<file path="src/rtl/mult_seq_ctrl_if.sv">
// Request/response valid-ready bundle between the multiplier sequencer
// and its upstream producer / downstream consumer.
interface mult_seq_ctrl_if;
    logic req_valid;
    logic req_ready;
    logic rsp_valid;
    logic rsp_ready;

    modport master (
        output req_valid,
        output rsp_ready,
        input  req_ready,
        input  rsp_valid
    );

    modport slave (
        input  req_valid,
        input  rsp_ready,
        output req_ready,
        output rsp_valid
    );
endinterface

</file>
<file path="src/rtl/mult_seq_ctrl.sv">
// Sequencer for the 4-bit add-and-shift multiplier datapath.
// Define MULT_SEQ_CTRL_ABORT_EN to add an abort input for LOAD/STEP.
module mult_seq_ctrl #(
    parameter int N  = 4,
    parameter int CW = 3
) (
    input  logic           clk,
    input  logic           reset,
`ifdef MULT_SEQ_CTRL_ABORT_EN
    input  logic           abort,
`endif
    mult_seq_ctrl_if.slave hs,
    input  logic           p0,
    output logic           mc_a_en,
    output logic           mc_start,
    output logic           mc_clr,
    output logic           mc_ld,
    output logic           mc_add_sel,
    output logic           busy,
    output logic [CW-1:0]  step_cnt
);

    typedef enum logic [1:0] {
        IDLE,
        LOAD,
        STEP,
        DONE
    } state_t;

    state_t          state_q, state_d;
    logic [CW-1:0]   cnt_q, cnt_d;
    logic            req_ready_q;
    logic            rsp_valid_q;
    logic            load_q;
    logic            ld_q;
    logic            busy_q;
    logic            kill;

`ifdef MULT_SEQ_CTRL_ABORT_EN
    assign kill = abort & ((state_q == LOAD) | (state_q == STEP));
`else
    assign kill = 1'b0;
`endif

    always_comb begin
        state_d = state_q;
        cnt_d   = cnt_q;
        unique case (state_q)
            IDLE: begin
                if (hs.req_valid) begin
                    state_d = LOAD;
                    cnt_d   = '0;
                end
            end
            LOAD: begin
                state_d = STEP;
                cnt_d   = '0;
            end
            STEP: begin
                cnt_d = cnt_q + CW'(1);
                if (cnt_q == CW'(N - 1)) begin
                    state_d = DONE;
                end
            end
            DONE: begin
                if (hs.rsp_ready) begin
                    state_d = IDLE;
                end
            end
            default: begin
                state_d = IDLE;
            end
        endcase
        if (kill) begin
            state_d = IDLE;
            cnt_d   = '0;
        end
    end

    // Outputs are registered from the next state so they change only
    // on clock edges and stay low while reset is asserted.
    always_ff @(posedge clk or negedge reset) begin
        if (!reset) begin
            state_q     <= IDLE;
            cnt_q       <= '0;
            req_ready_q <= 1'b0;
            rsp_valid_q <= 1'b0;
            load_q      <= 1'b0;
            ld_q        <= 1'b0;
            busy_q      <= 1'b0;
        end else begin
            state_q     <= state_d;
            cnt_q       <= cnt_d;
            req_ready_q <= (state_d == IDLE);
            rsp_valid_q <= (state_d == DONE);
            load_q      <= (state_d == LOAD);
            ld_q        <= (state_d == STEP);
            busy_q      <= (state_d == LOAD) | (state_d == STEP);
        end
    end

    assign hs.req_ready = req_ready_q;
    assign hs.rsp_valid = rsp_valid_q;
    assign mc_a_en      = load_q;
    assign mc_start     = load_q;
    assign mc_clr       = load_q;
    assign mc_ld        = ld_q;
    assign busy         = busy_q;
    assign step_cnt     = cnt_q;

    // Follows the live multiplier bit so the adder sees it this cycle.
    assign mc_add_sel   = p0 & (state_q == STEP);

endmodule

</file>
<file path="src/flat_wrapper.sv">
// flat-port wrapper written by rule: the top's interface ports become plain ports
module mult_seq_ctrl_flat 
#(
    parameter int N  = 4,
    parameter int CW = 3
)
  (clk, reset, p0, mc_a_en, mc_start, mc_clr, mc_ld, mc_add_sel, busy, step_cnt, hs_req_valid, hs_rsp_ready, hs_req_ready, hs_rsp_valid);
  mult_seq_ctrl_if hs_i ();
  input  logic clk;
  input  logic reset;
  input  logic p0;
  output logic mc_a_en;
  output logic mc_start;
  output logic mc_clr;
  output logic mc_ld;
  output logic mc_add_sel;
  output logic busy;
  output logic [CW-1:0] step_cnt;
  input wire logic [$bits(hs_i.req_valid)-1:0] hs_req_valid;
  input wire logic [$bits(hs_i.rsp_ready)-1:0] hs_rsp_ready;
  output wire logic [$bits(hs_i.req_ready)-1:0] hs_req_ready;
  output wire logic [$bits(hs_i.rsp_valid)-1:0] hs_rsp_valid;
  assign hs_i.req_valid = hs_req_valid;
  assign hs_i.rsp_ready = hs_rsp_ready;
  assign hs_req_ready = hs_i.req_ready;
  assign hs_rsp_valid = hs_i.rsp_valid;
  mult_seq_ctrl #(.N(N), .CW(CW)) u_core (.clk(clk), .reset(reset), .hs(hs_i), .p0(p0), .mc_a_en(mc_a_en), .mc_start(mc_start), .mc_clr(mc_clr), .mc_ld(mc_ld), .mc_add_sel(mc_add_sel), .busy(busy), .step_cnt(step_cnt));
endmodule
</file>
<file path="config.mk">
export PLATFORM = sky130hd
export DESIGN_NAME = mult_seq_ctrl_flat
export DESIGN_NICKNAME = d
export VERILOG_FILES = /design/src/rtl/mult_seq_ctrl_if.sv /design/src/rtl/mult_seq_ctrl.sv /design/src/flat_wrapper.sv
export SDC_FILE = /design/constraint.sdc
export NUM_CORES = 1
export LEC_CHECK = 0
export CAP_MARGIN = 25
export CORE_UTILIZATION = 41
export DETAILED_ROUTE_END_ITERATION = 7
export PLACE_DENSITY = 0.84
export SETUP_SLACK_MARGIN = 0.3
export SLEW_MARGIN = 20
export SYNTH_ARGS = -nofsm -noshare
export SYNTH_HDL_FRONTEND = slang
export SYNTH_SLANG_ARGS = --single-unit
</file>
<file path="constraint.sdc">
create_clock -name clk -period 1.61 [get_ports clk]
set_input_delay 0.322 -clock clk [delete_from_list [all_inputs] [get_ports clk]]
set_output_delay 0.322 -clock clk [all_outputs]
set_load 0.02 [all_outputs]
</file>
; After elaboration in Yosys (flattened, before gate mapping)
; Index checks and enable logic that the tools add are counted.
[word_totals]
ff_bits = 10
inputBits = 5
wordCells = 28
out_inout_bits = 11
[op_classes]
bitwise = 2
n_mux = 6
addsub = 1
n_reduce_logical = 4
n_eq_ne = 8
[ops]
columns = op, n
row1 = $pmux 3 s3, 1
row2 = $eq 2x2->1 const B, 4
row3 = $pmux 2 s4, 1
row4 = $mux 2, 3
row5 = $eq 2x1->1 const B, 2
row6 = $logic_not 2->1, 2
row7 = $add 3x1->3 const B, 1
row8 = $eq 3x2->1 const B, 1
row9 = $mux 3, 1
row10 = $reduce_bool 3->1, 1
row11 = $ne 2x2->1 const B, 1
row12 = $reduce_and 2->1, 1
row13 = $and 1x1->1, 1
row14 = $or 1x1->1, 1

; Depth between registers and ports, before layout
; Gate-level depths: netlist (run 1).
[depth]
depth_word = 5
depth_mapped = 8
mapped_depth_nobuf = 6

; Least setup slack after synthesis (run 1)
; Ideal clock, no wire load.
[synth_timing]
kind = register to register
startpoint = reg u_core.state_q[0]
endpoint = reg u_core.busy_q (netlist: u_core.busy)
slack_ns = -0.176
path_buffers = 1
path_stages_with_launch = 8
setup_ns = 0.113
t_required_ns = 1.497
synth_period_minus_slack_ns = 1.786
arrival_time_ns = 1.673
path_cell_list = dfrtp_1 inv_1 ha_1 buf_6 a211oi_1 a211oi_1 ha_1 inv_1
[synth_between]
elab_chain_len = 4
word_cells_on_any_way = 11
classes_between = eq/ne (5) / mux (4) / bitwise (1) / reduce/logical (1)
[synth_lines]
columns = element, line_no
row1 = from (decl), mult_seq_ctrl.sv:30  ; state_t state_q, state_d;
row2 = from (signal assigned), mult_seq_ctrl.sv:92  ; state_q <= state_d;
row3 = "$eq 2x2->1, or another cell as far along", mult_seq_ctrl.sv:48  ; unique case (state_q)
row4 = $pmux 2 s4 *, mult_seq_ctrl.sv:48
row5 = $eq 2x1->1 / $eq 2x2->1 (equally long branches), mult_seq_ctrl.sv:98  ; busy_q <= (state_d == LOAD) | (state_d == STEP);
row6 = $or 1x1->1 *, mult_seq_ctrl.sv:98
row7 = to (signal assigned), mult_seq_ctrl.sv:98
row8 = to (decl), mult_seq_ctrl.sv:36  ; logic busy_q;
; Every way passes the cells marked *; elsewhere a longest branch is shown, timed or not.
; A chain may end at the register's enable or synchronous reset.

; Worst setup path after layout (run 1)
; Same ends and word-level chain as after synthesis.

==> results_dict.tcl, run 1 <==
set metrics [dict create \
    critPathArrivalTime_ns 1.75 \
    drive_gt1_share_pct 61.1 \
    ant_nets 0 \
    cpLargestDelayFamily "adder cells" \
    crit_required_ns 1.80 \
    drt_wl_total_um 1930 \
    cp.depth 7 \
    netlist_instances 58 \
    fp.dieArea_um2 1660 \
    wl_per_cell_um 18.3 \
    p_sw_mw 1.06 \
    ys_top_cells_by_area "dfrtp_1 41%, ha_1 12%, buf_6 5.5%" \
    rows 13 \
    initial_utilization_pct 45.5 \
    syn_to_final_growth_pct 69.2 \
    clock_sinks 10 \
    coreArea_um2 1350 \
    max_slew_margin_pct 68.3 \
    grt_overflow 0 \
    syn_area_um2 614 \
    yosys_warnings 0 \
    power_per_cell_area_nw_per_um2 2340 \
    crit_chain "inv_4 > buf_6 > ha_4 > nor2b_4 > a211oi_2 > ha_1 > inv_1" \
    yosysMostFrequentCell "dfrtp_1" \
    first_pass_iters 4 \
    synth-seq-cells 10 \
    synth_seq_area_share_pct 40.7 \
    cp_max_fo 8 \
    ioPinCount 16 \
    die_h_um 40.7 \
    die_x_um 40.7 \
    critPathKind "register to register" \
    viasPerCell 5.55 \
    end_kind "register" \
    critical-path-max-stage-delay_ns 0.43 \
    dp_hpwl_um 1090 \
    nets 102 \
    synthesis.nets 69 \
    totalNegativeSetupSlack_ns 0 \
    first_global_vias 558 \
    antenna_found_initial 0 \
    ys_top_cells_by_count "10 x dfrtp_1, 6 x ha_1, 5 x nand2_1" \
    grt_first_pass_wirelength_um 2650 \
    p_int_mw 1.38 \
    clock-skew-final_ns 0.00171 \
    outcome "complete, no violations" \
    io_buffers 15 \
    slew_violations 0 \
    fmax_ghz 0.638 \
    synth_area_leader_cell "dfrtp_1" \
    via_count 583 \
    fin_crit_sh_pct 97.4 \
    clk_pin_slew_ns 0.07 \
    track_usage_pct 27.5 \
    rsz0062_at_grt "true" \
    drt_iter0_drc 19 \
    async_reset_ff_share_pct 100 \
    clockBufferDepth 2 \
    ir_drop_v 0.00119 \
    fillers 78 \
    syn_avg_cell_area_um2 10.6 \
    final_util_pct 77.0 \
    p_comb_share_pct 72.9 \
    seq_power_share_pct 17.0 \
    pwr-share-clk_pct 10.0 \
    setup_ws_ns 0.0423 \
    synthDistinctLibCells 25 \
    holdCritPathClass "input port to asynchronous set/reset pin" \
    cts_tree "yes" \
    drc 0 \
    antenna_cells 0 \
    yosysTopAreaCellShare_pct 40.7 \
    grt_max_degree 11 \
    slowest_stage "dfrtp_2" \
    crit_buf_inv 3 \
    finalSetupViolCount 0 \
    clk_latency_ns 0.28 \
    numCtsBuffers 3 \
    layout_min_cycle_time_ns 1.57 \
    worst_slew_pin_slew_ns 0.474 \
    root_buffer "clkbuf_4" \
    synth_edf_count 0 \
    start_kind "register" \
    p_leak_nw 0.461 \
    hold_viol_final 0 \
    cap_violations 0 \
    swShare_pct 43.5 \
    reg2regPathDepth 7 \
    htree_levels 1 \
    hold_buffers 0 \
    dp_slack_ns -0.203 \
    synthFlopType "dfrtp_1" \
    routabilityCongestion 0.918 \
]
## path summary, 6_finish.rpt
path	startpoint	endpoint	slack, ns
max	u_core.state_q[0]	u_core.busy	0.04
min	reset	u_core.mc_a_en	0.36
max reg2reg	u_core.state_q[0]	u_core.busy	0.04
min reg2reg	u_core.step_cnt[1]	u_core.step_cnt[1]	0.53
max in group asynchronous	reset	u_core.state_q[0]	0.90
min in group clk	u_core.step_cnt[1]	u_core.step_cnt[1]	0.53
## metal layers
layer	part of all wire [%]	global-route usage, %
met5	0	0
met4	3.6	25.8
met3	6.2	9.78
met2	50	40.1
met1	40	30.7
## state kept, by name (all words and copies together), names as in the netlist
register             cells
u_core.state_q           2
u_core.mc_ld             1
u_core.busy              1
u_core.step_cnt          3
u_core.hs.rsp_valid      1
u_core.hs.req_ready      1
u_core.mc_a_en           1
## power groups by stage
stage / Combinational, mW / Sequential [mW] / Clock [mW]
2_1_floorplan: 0.829 / 0.512 / 0
3_3_place_gp: 1.28 / 0.404 / 0
3_5_place_dp: 1.33 / 0.416 / 0
4_1_cts: 1.57 / 0.413 / 0.239
5_1_grt: 1.87 / 0.427 / 0.257
6_report: 1.78 / 0.415 / 0.245
## logic make-up (layout without fill, tap and decap cells)
| family | after synthesis | in the layout | share of synthesized area [%] |
|---|---|---|---|
| compound gates | 15 | 15 | 18.1 |
| fa+ha+maj | 6 | 6 | 12.2 |
| buf+inv | 9 | 41 | 10.4 |
| flops | 10 | 10 | 40.7 |
| mux | 1 | 1 | 1.63 |
| simple gates | 17 | 17 | 16.9 |
## final cells by class
cell class,instances,area [um^2],share of cell area (%)
flip-flops and latches,10,253,24.3
inverters,4,22.5,2.17
clock buffers,4,36.3,3.49
well taps,15,18.8,1.81
multi-input cells,39,423,40.7
repair buffers,33,287,27.6
## cells in the final DEF (no fill, tap or decap), types with 2 or more instances in the layout
master | synthesis | layout
a211oi_2 | 0 | 2
dfrtp_2 | 0 | 2
clkdlybuf4s15_1 | 0 | 4
nor2b_4 | 1 | 2
nand2b_1 | 3 | 2
nor2_2 | 0 | 2
dfrtp_1 | 10 | 8
inv_1 | 4 | 2
ha_2 | 0 | 2
nand2b_4 | 1 | 2
clkbuf_2 | 0 | 5
buf_4 | 2 | 10
o21ai_1 | 0 | 3
clkbuf_4 | 0 | 3
clkdlybuf4s50_1 | 0 | 4
ha_1 | 6 | 2
ha_4 | 0 | 2
nand2_1 | 5 | 5
buf_6 | 3 | 9
## worst register-to-register path: stages, from the launching register on
cell and delay (ns):
dfrtp_2 0.43, inv_4 0.07, buf_6 0.10, ha_4 0.23
nor2b_4 0.23, a211oi_2 0.08, ha_1 0.28, inv_1 0.04
## through the flow
stage / power [mW] / area [um^2] / instances / hold slack (ns)
5_1_grt: 2.56 / 1040 / 105 / 0.396
2_1_floorplan: 1.34 / 677 / 58 / 0.0264
4_1_cts: 2.22 / 1010 / 104 / 0.379
3_3_place_gp: 1.68 / 868 / 93 / 0.494
3_5_place_dp: 1.75 / 868 / 93 / 0.519
6_report: 2.44 / 1040 / 105 / 0.358
## timing repair
item                                    CTS  global route
pin swaps                                11            13
buffers inserted                          7             1
endpoints found under the setup margin   21            21
endpoints found under the hold margin     0             0
gates resized for setup                  36            22
No activity file was read; power rests on OpenSTA's default activity.
==> run 2, diff against run 1 <==
ABC_CLOCK_PERIOD_IN_PS = 1610   (was not set)
==> results of run 2 <==
Same layout as run 1: the final DEF is identical, and so are final timing and power.
